**src/rtl/map_lookup_arbiter.sv**
```systemverilog
// Round-robin arbiter sharing one combinational map_lut wall lookup among NUM_REQ requesters.
// Optional macro MAP_ARB_BOUNDS_CHECK_EN forces wall_out=1 for coordinates outside MAP_W x MAP_H.
module map_lookup_arbiter #(
    parameter int NUM_REQ = 3,
    parameter int MAP_W   = 27,
    parameter int MAP_H   = 24
) (
    input  logic                   clock,
    input  logic                   reset_n,
    input  logic [NUM_REQ-1:0]     req,
    input  logic [8*NUM_REQ-1:0]   x_in,
    input  logic [7*NUM_REQ-1:0]   y_in,
    output logic [NUM_REQ-1:0]     gnt,
    output logic [NUM_REQ-1:0]     ack,
    output logic                   wall_out,
    output logic                   busy,
    output logic [7:0]             map_x,
    output logic [6:0]             map_y,
    input  logic                   map_q,
    output logic [1:0]             dbg_state
);

    localparam int PTR_W = (NUM_REQ > 1) ? $clog2(NUM_REQ) : 1;
    localparam int CW    = PTR_W + 1;

    localparam logic [1:0] IDLE    = 2'b00;
    localparam logic [1:0] LOOKUP  = 2'b01;
    localparam logic [1:0] RESPOND = 2'b10;

    localparam logic [8:0] MAP_W_L = 9'(MAP_W);
    localparam logic [7:0] MAP_H_L = 8'(MAP_H);

`ifdef MAP_ARB_BOUNDS_CHECK_EN
    localparam logic BOUNDS_EN = 1'b1;
`else
    localparam logic BOUNDS_EN = 1'b0;
`endif

    // Handshake: a requester holds req (and its coordinates until granted); the
    // arbiter answers with a one-cycle ack while wall_out is valid. The requester
    // must drop req on the edge that samples ack high, or it is seen as a new request.

    logic [1:0]         state_q, state_d;
    logic [PTR_W-1:0]   ptr_q, ptr_d;
    logic [PTR_W-1:0]   win_q, win_d;
    logic [NUM_REQ-1:0] gnt_q, gnt_d;
    logic [NUM_REQ-1:0] ack_q, ack_d;
    logic               wall_q, wall_d;
    logic [7:0]         map_x_q, map_x_d;
    logic [6:0]         map_y_q, map_y_d;

    logic               rr_found;
    logic [PTR_W-1:0]   rr_idx;
    logic [CW-1:0]      cand;
    logic [NUM_REQ-1:0] rr_onehot;
    logic [7:0]         sel_x;
    logic [6:0]         sel_y;
    logic               out_of_bounds;

    // Search upward from ptr with an explicit wrap so non-power-of-2 counts work.
    always_comb begin
        rr_found = 1'b0;
        rr_idx   = ptr_q;
        cand     = '0;
        for (int k = 0; k < NUM_REQ; k++) begin
            cand = {1'b0, ptr_q} + CW'(k);
            if (cand >= CW'(NUM_REQ)) begin
                cand = cand - CW'(NUM_REQ);
            end
            if (!rr_found && req[cand[PTR_W-1:0]]) begin
                rr_found = 1'b1;
                rr_idx   = cand[PTR_W-1:0];
            end
        end
    end

    always_comb begin
        rr_onehot = '0;
        sel_x     = '0;
        sel_y     = '0;
        for (int i = 0; i < NUM_REQ; i++) begin
            if (rr_idx == PTR_W'(i)) begin
                rr_onehot[i] = 1'b1;
                sel_x        = x_in[8*i +: 8];
                sel_y        = y_in[7*i +: 7];
            end
        end
    end

    assign out_of_bounds = ({1'b0, map_x_q} >= MAP_W_L) || ({1'b0, map_y_q} >= MAP_H_L);

    always_comb begin
        state_d = state_q;
        ptr_d   = ptr_q;
        win_d   = win_q;
        gnt_d   = gnt_q;
        ack_d   = ack_q;
        wall_d  = wall_q;
        map_x_d = map_x_q;
        map_y_d = map_y_q;
        case (state_q)
            IDLE: begin
                if (rr_found) begin
                    gnt_d   = rr_onehot;
                    win_d   = rr_idx;
                    map_x_d = sel_x;
                    map_y_d = sel_y;
                    state_d = LOOKUP;
                end
            end
            LOOKUP: begin
                wall_d  = map_q | (BOUNDS_EN & out_of_bounds);
                ack_d   = gnt_q;
                ptr_d   = (win_q == PTR_W'(NUM_REQ - 1)) ? '0 : win_q + PTR_W'(1);
                state_d = RESPOND;
            end
            RESPOND: begin
                gnt_d   = '0;
                ack_d   = '0;
                state_d = IDLE;
            end
            default: begin
                gnt_d   = '0;
                ack_d   = '0;
                state_d = IDLE;
            end
        endcase
    end

    always_ff @(posedge clock) begin
        if (!reset_n) begin
            state_q <= IDLE;
            ptr_q   <= '0;
            win_q   <= '0;
            gnt_q   <= '0;
            ack_q   <= '0;
            wall_q  <= 1'b0;
            map_x_q <= '0;
            map_y_q <= '0;
        end else begin
            state_q <= state_d;
            ptr_q   <= ptr_d;
            win_q   <= win_d;
            gnt_q   <= gnt_d;
            ack_q   <= ack_d;
            wall_q  <= wall_d;
            map_x_q <= map_x_d;
            map_y_q <= map_y_d;
        end
    end

    assign gnt       = gnt_q;
    assign ack       = ack_q;
    assign wall_out  = wall_q;
    assign map_x     = map_x_q;
    assign map_y     = map_y_q;
    assign busy      = (state_q != IDLE);
    assign dbg_state = state_q;

endmodule

```
**config.mk**
```make
export PLATFORM = sky130hd
export DESIGN_NAME = map_lookup_arbiter
export DESIGN_NICKNAME = d
export VERILOG_FILES = /design/src/rtl/map_lookup_arbiter.sv
export SDC_FILE = /design/constraint.sdc
export NUM_CORES = 1
export LEC_CHECK = 0
export ABC_AREA = 1
export CORE_MARGIN = 4
export CORE_UTILIZATION = 28
export DETAILED_ROUTE_END_ITERATION = 16
export PLACE_DENSITY = 0.67
export REMOVE_ABC_BUFFERS = 1
export SKIP_CTS_REPAIR_TIMING = 1
export SYNTH_ARGS = -nofsm -noshare
export SYNTH_HDL_FRONTEND = slang
export SYNTH_SLANG_ARGS = --single-unit
```
**constraint.sdc**
```tcl
create_clock -name clock -period 5.3 [get_ports clock]
set_input_delay 1.06 -clock clock [delete_from_list [all_inputs] [get_ports clock]]
set_output_delay 1.06 -clock clock [all_outputs]
set_load 0.005 [all_outputs]
```
# Word-level counts from Yosys, hierarchy flattened
# Cells that the tools add are included.
[word_totals]
memories = 0
regBits = 28
input_bits = 51
mem_bits_rw = 0
output_inout_bits = 25
wordCells = 65
mem_bits_ro = 0
latchBits = 0
[op_classes]
n_reduce_logical = 9
n_shift = 0
order_cmp = 6
n_addsub = 6
div_mod_pow = 0
n_mul = 0
mux = 30
n_eq_ne = 5
n_bitwise = 1
[op_table]
columns = ["op", "n"]
rows = [
  ["8-bit two-way mux", 3],
  ["7-bit two-way mux", 3],
  ["2-bit two-way mux", 8],
  ["3-bit one-hot mux with 2 select lines", 2],
  ["2-bit by 3-bit < comparator with 1-bit output, second input constant", 3],
  ["1-bit two-way mux", 9],
  ["1-bit binary-select mux with 2-bit select", 3],
  ["3-bit by 2-bit >= comparator with 1-bit output, second input constant", 2],
  ["2-bit subtractor, second input constant", 3],
  ["2-bit by 1-bit equality test with 1-bit output, second input constant", 2],
  ["2-bit equality test, second input constant", 2],
  ["2-bit zero test", 2],
  ["2-bit one-hot mux with 2 select lines", 1],
  ["2-bit AND reduction", 2],
  ["2-bit by 1-bit adder with 3-bit output, second input constant", 1],
  ["2-bit by 2-bit adder with 3-bit output, second input constant", 1],
  ["3-bit two-way mux", 1],
  ["2-bit by 1-bit adder with 2-bit output, second input constant", 1],
  ["2-bit >= comparator, second input constant", 1],
  ["1-bit logical AND", 2],
  ["1-bit zero test", 2],
  ["2-bit != test, second input constant", 1],
  ["2-bit nonzero test", 1],
  ["1-bit inverter", 1],
]

# Longest topological paths before layout
[logic_depth]
word_depth = 15
mapped_depth = 18
mapped_depth_nobuf = 17

# Least setup slack after synthesis
# OpenSTA, ideal clock, no wires.
[synth_timing]
path_type = "input to register"
start = "in req[2]"
end = "reg map_y_q[2] (netlist: map_y[2])"
arrival_time_ps = 2182
setup_slack_ps = 3050
t_required_ps = 5231
setup_ps = 69
path_buffers = 1
path_stages = 13
path_cell_list = "inv_2 o21ai_1 nand2_4 nand2_4 inv_6 nand3_2 inv_2 a21oi_4 buf_6 nand3_1 nand2_1 nand2_1 a21oi_2"
[synth_via]
elab_chain_cells = 13
elab_cells_between_ends = 23
cone_classes = "eq/ne (2); mux (15); reduce/logical (6)"
[synth_lines]
columns = ["item", "line_no", "text"]
rows = [
  ["from (decl)", "10", "input logic [NUM_REQ-1:0] req,"],
  ["1-bit binary-select mux with 2-bit select", "70", "if (!rr_found && req[cand[PTR_W-1:0]]) begin"],
  ["1-bit two-way mux (not written as such)", "70", ""],
  ["1-bit two-way mux", "70", ""],
  ["1-bit zero test", "70", ""],
  ["1-bit logical AND", "70", ""],
  ["1-bit two-way mux", "70", ""],
  ["1-bit zero test", "70", ""],
  ["1-bit logical AND", "70", ""],
  ["2-bit two-way mux", "70", ""],
  ["2-bit zero test", "82", "if (rr_idx == PTR_W'(i)) begin"],
  ["7-bit two-way mux (3 in series)", "82", ""],
  ["to (signal assigned)", "148", "map_y_q <= map_y_d;"],
  ["to (decl)", "50", "logic [6:0] map_y_q, map_y_d;"],
]
# Parallel ways exist; a longest one is shown, timed or not. The select of a mux whose other input is x is not followed.
# A chain may end at the register's enable or synchronous reset.

# Worst setup path in the final report
[layout_timing]
start = "in req[1]"
end = "reg map_x_q[5] (netlist: map_x[5])"
[layout_via]
elab_chain_cells = 13
elab_cells_between_ends = 23
cone_classes = "eq/ne (2); mux (15); reduce/logical (6)"
[layout_lines]
columns = ["item", "line_no", "text"]
rows = [
  ["1-bit binary-select mux with 2-bit select", "70", ""],
  ["1-bit two-way mux (not written as such)", "70", ""],
  ["1-bit two-way mux", "70", ""],
  ["1-bit zero test", "70", ""],
  ["1-bit logical AND", "70", ""],
  ["1-bit two-way mux", "70", ""],
  ["1-bit zero test", "70", ""],
  ["1-bit logical AND", "70", ""],
  ["2-bit two-way mux", "70", ""],
  ["2-bit zero test", "82", ""],
  ["8-bit two-way mux (3 in series)", "82", ""],
  ["to (signal assigned)", "147", "map_x_q <= map_x_d;"],
  ["to (decl)", "49", "logic [7:0] map_x_q, map_x_d;"],
]
# Parallel ways exist; a longest one is shown, timed or not. The select of a mux whose other input is x is not followed.

==> metrics.log <==
INFO  metric worstMarginPinSlew = 616.8 ps
INFO  metric drt_first_pass_iters = 4
INFO  metric grt_pass1_vias = 1883
INFO  metric switching_power = 872.9 uW
INFO  metric final_cell_mix = 76 x sky130_fd_sc_hd__nand2_1, 75 x sky130_fd_sc_hd__clkdlybuf4s50_1, 36 x sky130_fd_sc_hd__nand3_1
INFO  metric critical_path.startpoint_type = primary input
INFO  metric cts-buffers-inserted = 3
INFO  metric worstHoldPathType = flip-flop to flip-flop
INFO  metric postPlaceCellArea = 0.002587 mm^2
INFO  metric placer_congestion = 0.9221
INFO  metric pin_count = 76
INFO  metric area_growth_syn_to_layout = 44.85%
INFO  metric die_h = 88.97 um
INFO  metric placed_cells = 416
INFO  metric drt-initial-drc-count = 104
INFO  metric cell_area_power_density = 643.7 mW/mm^2
INFO  metric criticalPathCategory = primary input to flip-flop
INFO  metric yosys_warnings = 0
INFO  metric final_util = 41.87%
INFO  metric worst-endpoint-arrival = 3030 ps
INFO  metric routed_wire_length_per_instance = 12.20 um
INFO  metric cts_sinks = 28
INFO  metric timing.final.hold_violations = 0
INFO  metric unique_cell_type_count_in_the_yosys_netlist = 29
INFO  metric overflow = 0
INFO  metric detailroute.via_count = 1957
INFO  metric critical_path.max_stage_delay = 530 ps
INFO  metric timing.fmax = 0.3462 GHz
INFO  metric power.ir.vdd_worst = 323.1 uV
INFO  metric pwr-share-seq = 19.3%
INFO  metric post-route-period-util = 54.49%
INFO  metric clk_transition_reported_paths = 100 ps
INFO  metric pre_cts_ws = 2120 ps
INFO  metric maxSlewViolCount = 0
INFO  metric timing.critical_path.max_delay_family = simple AND/OR/NAND/NOR gates
INFO  metric finalSetupViolations = 0
INFO  metric routed_wirelength = 5.124 mm
INFO  metric maxCapViolations = 0
INFO  metric synthArstFlopShare = 0%
INFO  metric dieWidth = 88.97 um
INFO  metric initial_core_utilization = 28.91%
INFO  metric detail_route.drc_violations = 0
INFO  metric cell_area_after_layout = 0.002659 mm^2
INFO  metric instances_no_fill = 420
INFO  metric critical_path_required = 5440 ps
INFO  metric power.share.combinational = 71.1%
INFO  metric worst-path-max-fanout = 22
INFO  metric layout_setup_ws = 2412 ps
INFO  metric worst_clock_skew_on_the_final_layout = 8.731 ps
INFO  metric tritoncts_clock_tree = done
INFO  metric gr-usage-all-layers = 13.05%
INFO  metric cp.buffers_inverters = 2
INFO  metric clockPowerShare = 9.6%
INFO  metric grt_first_pass_wirelength = 8.542 mm
INFO  metric critical_path.cell_chain = clkdlybuf4s50_1, inv_1, nand2_1, nand3_1, nand2_2, nand2_1, nand2_1, nand2_2, nor2_1, nand2_1, nand3_1, a21oi_1
INFO  metric clk-insertion-delay-late = 270 ps
INFO  metric synth_cells = 275
INFO  metric synth-seq-cells = 28
INFO  metric netlist_area_before_placement = 0.001836 mm^2
INFO  metric detail-route-antenna-nets = 0
INFO  metric power.static_leakage = 0.001187 uW
INFO  metric yosysSeqAreaShare = 30.54%
INFO  metric place_hpwl = 3.942 mm
INFO  metric crit_path_top_delay_cell = sky130_fd_sc_hd__clkdlybuf4s50_1
INFO  metric crit_path_frequent_cell = sky130_fd_sc_hd__nand2_1
INFO  metric syn-mean-instance-area = 6.675 um^2
INFO  metric clk_path_buf_depth = 2
INFO  metric synth_enable_flop_cells = 0
INFO  metric grt_start_max_net_pins = 27
INFO  metric endpoint_kind = flip-flop
INFO  metric outcome = finished clean
INFO  metric max-slew-margin-rel = 58.75%
INFO  metric post_drt_via_cell_ratio = 4.660
INFO  metric floorplan.core_area = 0.006350 mm^2
INFO  metric n_antenna_cell = 0
INFO  metric cts.root.buffer_cell = sky130_fd_sc_hd__clkbuf_8
INFO  metric fin_setup_tns = 0 ps
INFO  metric final_nets = 398
INFO  metric number_of_placement_rows = 29
INFO  metric internal_power = 838.5 uW
INFO  metric grt_antenna_before_repair = 0
INFO  metric mostFrequentLayoutCell = sky130_fd_sc_hd__nand2_1
INFO  metric rsz_0062_raised_after_global_routing = false
INFO  metric floorplan.die_area = 0.007915 mm^2
INFO  metric p_sw_share = 51.00%
INFO  metric htreeDepth = 1
INFO  metric synthFlopType = sky130_fd_sc_hd__dfxtp_1
INFO  metric drive_above_1_share = 9.329%
INFO  metric layout_min_cycle_time = 2888 ps
INFO  metric place.port_buffers = 75
power groups by stage:
stage	combinational [uW]	sequential, uW	clock [uW]
floorplan	853	332	0
global placement	1200	334	0
detailed placement	1230	334	0
CTS	1240	331	169
global route	1410	339	178
finish	1220	330	164
per-layer routing:
| metal | global-route usage (%) | wire length, um | part of all wire [%] | vias up |
|---|---|---|---|---|
| met5 | 0 | 0 | 0 | - |
| met4 | 1.624 | 29 | 0.57 | 0 |
| met3 | 2.120 | 352 | 6.9 | 2 |
| met2 | 22.81 | 2486 | 49 | 55 |
| met1 | 17.45 | 2256 | 44 | 880 |
| li1 | - | - | - | 1020 |
final timing paths:
kind             from       end  slack [ps]  depth (start not counted)
max            req[1]  map_x[5]        2410                         12
max reg2reg  ptr_q[0]  map_x[5]        2720                         15
min          win_q[1]  ptr_q[0]         470                          1
min reg2reg  win_q[1]  ptr_q[0]         470                          1
per-stage QoR:
step,hold slack (ps),total power [uW]
after floorplan,423.6,1185
after global placement,438.0,1534
after detailed placement,451.5,1568
after CTS,467.1,1738
after global routing,486.7,1925
final,466.4,1711
registers in the layout (all words and copies together) (netlist names):
register and count:
map_x 8, map_y 7, ack 3, gnt 3
dbg_state 2, ptr_q 2, win_q 2, wall_out 1
cell usage after synthesis, types with 5 or more instances:
master	number	share of area [%]
sky130_fd_sc_hd__nor2_1	10	2.0
sky130_fd_sc_hd__nand2_2	5	1.7
sky130_fd_sc_hd__nand3_1	36	9.8
sky130_fd_sc_hd__nand2_1	76	16
sky130_fd_sc_hd__o21ai_0	13	3.5
sky130_fd_sc_hd__o21ai_1	8	2.2
sky130_fd_sc_hd__a21oi_1	13	3.5
sky130_fd_sc_hd__dfxtp_1	28	31
sky130_fd_sc_hd__nand3b_1	6	2.5
sky130_fd_sc_hd__inv_1	34	7.0
sky130_fd_sc_hd__buf_6	6	3.7
sky130_fd_sc_hd__inv_2	7	1.4
cell families after synthesis:
logic type	after synthesis	synth area share, %
compound gates	47	16.36
fa+ha+maj	3	2.045
buf+inv	54	14.25
flops	28	30.54
simple gates	143	36.81
final cells by class:
| cell class | instances | area (um^2) |
|---|---|---|
| clock inverters | 1 | 30.03 |
| clock buffers | 3 | 41.29 |
| inverters | 43 | 166.4 |
| well taps | 77 | 96.34 |
| repair buffers | 75 | 750.7 |
| multi-input cells | 193 | 1013 |
| fillers | 652 | 3691 |
| flip-flops and latches | 28 | 560.5 |
No activity file was read; power rests on OpenSTA's default activity.
